--- config.mk ---
export PLATFORM = sky130hd
export DESIGN_NAME = snn_weight_dumper
export DESIGN_NICKNAME = d
export VERILOG_FILES = /design/src/rtl/snn_weight_dumper.sv
export SDC_FILE = /design/constraint.sdc
export NUM_CORES = 1
export LEC_CHECK = 0
export ABC_AREA = 1
export CORE_ASPECT_RATIO = 0.6
export CORE_UTILIZATION = 45
export DETAILED_ROUTE_END_ITERATION = 8
export GPL_TIMING_DRIVEN = 0
export PLACE_DENSITY = 0.79
export SETUP_SLACK_MARGIN = 0.5
export SYNTH_ARGS = -nofsm -noshare
export SYNTH_HDL_FRONTEND = slang
export SYNTH_SLANG_ARGS = --single-unit
--- constraint.sdc ---
create_clock -name clk -period 2.8 [get_ports clk]
set_clock_uncertainty 0.05 [all_clocks]
set_input_delay 0.28 -clock clk [delete_from_list [all_inputs] [get_ports clk]]
set_output_delay 0.28 -clock clk [all_outputs]
set_load 0.05 [all_outputs]
--- src/rtl/snn_weight_dumper.sv ---
// snn_weight_dumper
//   Reads a window of the SNN synaptic weight RAM through its combinational
//   readback port and streams every weight, tagged with its address, on a
//   valid/ready channel. An optional final beat carries the 16-bit wrapping
//   sum of all streamed weights.
//
// Ports
//   clk, rst          clock, synchronous active-high reset
//   start, abort      dump request (IDLE only) / terminate an active dump
//   base, len         first word address and word count, latched on start
//   rb_addr, rb_data  weight RAM readback address and same-cycle data
//   m_valid, m_ready  stream handshake
//   m_data, m_addr    weight (or checksum) and its address (0 on sum beat)
//   m_is_sum, m_last  checksum beat flag, final beat flag
//   busy, done        dump in progress, one-cycle completion pulse
module snn_weight_dumper #(
  parameter int F        = 48,
  parameter int N        = 96,
  parameter int AW       = $clog2(F*N),
  parameter int EMIT_SUM = 1
) (
  input  logic                 clk,
  input  logic                 rst,
  input  logic                 start,
  input  logic                 abort,
  input  logic [AW-1:0]        base,
  input  logic [AW:0]          len,
  output logic [AW-1:0]        rb_addr,
  input  logic signed [15:0]   rb_data,
  output logic                 m_valid,
  input  logic                 m_ready,
  output logic signed [15:0]   m_data,
  output logic [AW-1:0]        m_addr,
  output logic                 m_is_sum,
  output logic                 m_last,
  output logic                 busy,
  output logic                 done
);

  localparam int          TOTAL   = F * N;
  localparam logic [AW:0] TOTAL_W = TOTAL[AW:0];
  localparam logic [AW:0] ONE_L   = {{AW{1'b0}}, 1'b1};
  localparam logic [AW-1:0] ONE_A = {{(AW-1){1'b0}}, 1'b1};

  typedef enum logic [1:0] {IDLE, RUN, SUM, FIN} state_t;

  state_t              state, state_n;
  logic [AW-1:0]       rb_addr_n;
  logic [AW:0]         rem, rem_n;
  logic signed [15:0]  sum, sum_n;
  logic signed [15:0]  m_data_n;
  logic [AW-1:0]       m_addr_n;
  logic                m_valid_n, m_is_sum_n, m_last_n, busy_n, done_n;
  logic                free;

  // Words actually readable from base: nothing past the end of the RAM.
  function automatic logic [AW:0] clamp_len(input logic [AW-1:0] b,
                                            input logic [AW:0]   l);
    logic [AW:0] avail;
    if ({1'b0, b} >= TOTAL_W) return '0;
    avail = TOTAL_W - {1'b0, b};
    return (l < avail) ? l : avail;
  endfunction

  // Checksum accumulates modulo 2^16; overflow is intentional.
  function automatic logic signed [15:0] wrap_add(input logic signed [15:0] a,
                                                  input logic signed [15:0] b);
    return a + b;
  endfunction

  // Output register may take a new beat when empty or being drained.
  assign free = !m_valid || m_ready;

  always_comb begin
    state_n    = state;
    rb_addr_n  = rb_addr;
    rem_n      = rem;
    sum_n      = sum;
    m_valid_n  = m_valid;
    m_data_n   = m_data;
    m_addr_n   = m_addr;
    m_is_sum_n = m_is_sum;
    m_last_n   = m_last;
    busy_n     = busy;
    done_n     = 1'b0;
    unique case (state)
      IDLE: begin
        if (start) begin
          rb_addr_n  = base;
          rem_n      = clamp_len(base, len);
          sum_n      = '0;
          busy_n     = 1'b1;
          m_is_sum_n = 1'b0;
          m_last_n   = 1'b0;
          if (clamp_len(base, len) != '0) state_n = RUN;
          else if (EMIT_SUM != 0)         state_n = SUM;
          else                            state_n = FIN;
        end
      end
      RUN: begin
        if (abort) begin
          m_valid_n  = 1'b0;
          m_last_n   = 1'b0;
          m_is_sum_n = 1'b0;
          busy_n     = 1'b0;
          state_n    = IDLE;
        end else if (free) begin
          if (rem != '0) begin
            m_data_n   = rb_data;
            m_addr_n   = rb_addr;
            m_valid_n  = 1'b1;
            m_is_sum_n = 1'b0;
            m_last_n   = (rem == ONE_L) && (EMIT_SUM == 0);
            sum_n      = wrap_add(sum, rb_data);
            rb_addr_n  = rb_addr + ONE_A;
            rem_n      = rem - ONE_L;
          end else begin
            m_valid_n = 1'b0;
            m_last_n  = 1'b0;
            state_n   = (EMIT_SUM != 0) ? SUM : FIN;
          end
        end
      end
      SUM: begin
        if (abort) begin
          m_valid_n  = 1'b0;
          m_last_n   = 1'b0;
          m_is_sum_n = 1'b0;
          busy_n     = 1'b0;
          state_n    = IDLE;
        end else if (!m_valid) begin
          m_valid_n  = 1'b1;
          m_data_n   = sum;
          m_addr_n   = '0;
          m_is_sum_n = 1'b1;
          m_last_n   = 1'b1;
        end else if (m_ready) begin
          m_valid_n = 1'b0;
          state_n   = FIN;
        end
      end
      FIN: begin
        done_n     = 1'b1;
        busy_n     = 1'b0;
        m_valid_n  = 1'b0;
        m_is_sum_n = 1'b0;
        m_last_n   = 1'b0;
        state_n    = IDLE;
      end
      default: state_n = IDLE;
    endcase
  end

  always_ff @(posedge clk) begin
    if (rst) begin
      state    <= IDLE;
      rb_addr  <= '0;
      rem      <= '0;
      sum      <= '0;
      m_valid  <= 1'b0;
      m_data   <= '0;
      m_addr   <= '0;
      m_is_sum <= 1'b0;
      m_last   <= 1'b0;
      busy     <= 1'b0;
      done     <= 1'b0;
    end else begin
      state    <= state_n;
      rb_addr  <= rb_addr_n;
      rem      <= rem_n;
      sum      <= sum_n;
      m_valid  <= m_valid_n;
      m_data   <= m_data_n;
      m_addr   <= m_addr_n;
      m_is_sum <= m_is_sum_n;
      m_last   <= m_last_n;
      busy     <= busy_n;
      done     <= done_n;
    end
  end

endmodule

==> results of run 1 <==
-- per-layer routing --
metal | vias up | routed length [um] | track usage (%)
met5 | - | 0 | 0
met4 | 0 | 330 | 8.12
met3 | 36 | 2100 | 9.34
met2 | 347 | 7470 | 43.7
met1 | 2886 | 8460 | 42.0
li1 | 2981 | - | -
-- power by group through the flow --
stage	registers [W]	logic (W)	clock network, W
2_1_floorplan	0.00256	0.00226	0
3_3_place_gp	0.00183	0.00418	0
3_5_place_dp	0.00184	0.00424	0
4_1_cts	0.00182	0.00445	0.00129
5_1_grt	0.00187	0.00513	0.00133
6_report	0.00184	0.00475	0.00128
-- synthesized netlist by cell type (2+ instances only) --
master and number:
o22ai_1 2, nor2_1 50, nor4_1 2, nand2_2 4, a221oi_2 2, clkbuf_1 16
nand4_1 10, a31oi_1 21, buf_6 5, a21oi_1 75, nand2_1 226, a211oi_1 2
dfxtp_1 79, nand3_1 57, nand3b_1 9, a22oi_1 4, a221oi_1 2, buf_4 2
nor2_4 2, inv_1 84, inv_4 2, nor3_1 11, ha_1 36, o21ai_0 46
inv_2 4, xnor2_1 5, or2_2 2, buf_2 8, xor2_1 21, nor2_2 7
-- cells by family (layout without fill, tap and decap cells) --
kind of cell               after synthesis  count (layout)  synth area share, %
and+or+nand+nor                        385             385                 31.1
AOI/OAI and AO/OA                      162             162                 16.9
xor gates and xnor gates                26              26                 4.23
buffers and inverters                  123             271                 9.71
adders and majority gates               37              37                 8.73
DFF                                     79              79                 29.4
other                                    0               1                    0
-- per-stage QoR --
| step | worst slack, ns | cells | cell area, um2 |
|---|---|---|---|
| after floorplan | 0.228 | 812 | 5450 |
| after global placement | -0.858 | 1066 | 6590 |
| after detailed placement | -0.904 | 1066 | 6590 |
| after CTS | 0.293 | 1111 | 7430 |
| after global routing | -0.0217 | 1121 | 7740 |
| final | 0.0532 | 1121 | 7740 |
-- worst paths after layout --
path                                          start                 endpoint  cells past startpoint
worst max-delay path                        base[5]    state[0]$_SDFFE_PP0P_                     23
worst max register to register  sum[0]$_SDFFE_PP0P_     sum[10]$_SDFFE_PP0P_                     13
worst min register to register    busy$_SDFFE_PP0P_        busy$_SDFFE_PP0P_                      2
worst min-delay path                        base[1]  rb_addr[1]$_SDFFE_PP0P_                      4
-- worst reg2reg max path: cells and delay by family, from the launching register on --
kind / cells / cell delay (ns)
adders and majority gates: 2 / 0.53
DFF: 1 / 0.32
and+or+nand+nor: 5 / 0.41
AOI/OAI and AO/OA: 3 / 0.40
buffers and inverters: 2 / 0.19
xor gates and xnor gates: 1 / 0.13
-- sequential cells by signal (all words and copies together), names as in the netlist --
signal,cells
rem,14
m_last,1
sum,16
state,2
m_valid,1
rb_addr,13
done,1
m_addr,13
m_is_sum,1
busy,1
m_data,16
-- layout make-up --
cell class              count  area [um2]
multi-input cells         610        3770
fillers                   917        3750
flip-flops and latches     79        1580
repair buffers            132        1280
inverters                  90         367
clock buffers              10         229
plain buffers              33         210
well taps                 160         200
clock inverters             6        92.6
diodes                      1        2.50
-- repair_timing --
item | 4_1_cts | 5_1_grt
cloned | 1 | 0
hold endpoints to repair | 0 | 0
setup buffers | 28 | 9
pin swaps | 51 | 40
setup endpoints to repair | 47 | 65
resized for setup | 132 | 62
==> reports/metrics.yaml, run 1 <==
report.final.setup_viol: 0
drive_gt1_share_pct: 21.3
num_vias: 6250
drt_iter0_markers: 779
cts_tree: "done"
holdBufCountCts: 0
seq_power_share_pct: 23.4
reg2reg_slack_ns: 0.64
viasPerCell: 5.58
synth_edf_count: 0
synth_cells: 812
yosysSeqAreaShare_pct: 29.4
grt-ovfl-total: 0
antenna_left: 0
portBuffers: 94
hold_ws_ns: 0.262
worst-path-buf-inv: 2
status: "completed"
drtPass1Iterations: 5
grt_pass1_vias: 5592
area_delta_synth_final_pct: 43.6
coreArea_um2: 11500
final.period_utilization_pct: 98.1
period_needed_ns: 2.75
maxSlewHeadroom_pct: 50.1
pwr-share-comb_pct: 60.4
crit_chain: "clkdlybuf4s15_2, nor2_4, nand3_2, nor2_4, nand2_1, nand2_1, nand2_2, ha_1, nand2_1, nand2_1, nand2_2, nand3_2, nor2_4, nand2_4, buf_6, nand3b_1, nand2_2, nor2_2, nand2_2, nor2_4, nand2_1, nand2_1, a21oi_2"
dp_hpwl_mm: 12.7
final_core_util_pct: 67.4
grt_usage_pct: 29.8
yosys.area.top_type: "dfxtp_1"
antenna_found_initial: 1
clock_sinks: 79
htree_levels: 3
critPathKind: "in2reg"
p_leak_nw: 3.38
hold_viol: 0
die_y_um: 86.7
ys_warn_count: 0
worst_pin_slew_ns: 0.749
ys_ff_latch: 79
layout_common_cells: "198 x nand2_1, 80 x clkdlybuf4s50_1, 79 x dfxtp_1"
vdd_drop_max_mv: 0.592
pin_count: 95
cp.arrival_ns: 2.92
p_sw_share_pct: 50.0
synth_nets: 897
power_switching_w: 0.00394
std_cell_rows: 30
start_kind: "input port"
rsz0062_at_grt: "true"
maxCapViolations: 0
slew_violations: 0
nets: 1040
power.density_nw_per_um2: 1020
power_w: 0.00787
synth_cell_types: 46
die-area_um2: 12400
cts_buffers: 9
grt_first_pass_wirelength_mm: 28.3
die_w_um: 143
async_flop_share_pct: 0
final_common_cell: "nand2_1"
drc: 0
avgSynthCellArea_um2: 6.63
wirelength_mm: 18.4
clockRootBuffer: "clkbuf_16"
yosys-top-cells-area: "dfxtp_1 29%, nand2_1 16%, ha_1 8.4%"
hp-class: "in2reg"
worstPathMaxFanout: 5
p_clk_share_pct: 16.3
critPathMostFrequentCell: "nand2_1"
cell_internal_pwr_w: 0.00394
cpMaxStageDelayCell: "ha_1"
worst_path_largest_cell_delay_ns: 0.31
synthFlopType: "dfxtp_1"
wl_per_cell_um: 16.4
initial_utilization_pct: 46.9
fmax_ghz: 0.364
crit_family: "simple AND/OR/NAND/NOR gates"
clk_pin_slew_ns: 0.06
syn_area_um2: 5390
clock_latency_ns: 0.35
setup_tns_ns: 0
routabilityCongestion: 0.940
grt_max_degree: 15
clockBufferDepth: 2
worstPathRequired_ns: 2.98
endpoint_kind: "flop"
synth_top_area_share_pct: 29.4
(Power assumes the default switching activity.)
==> run 2, diff against run 1 <==
HOLD_SLACK_MARGIN = 0.08   (was unset)
==> results of run 2 <==
No change in the layout: final DEF, timing and power equal those of run 1.
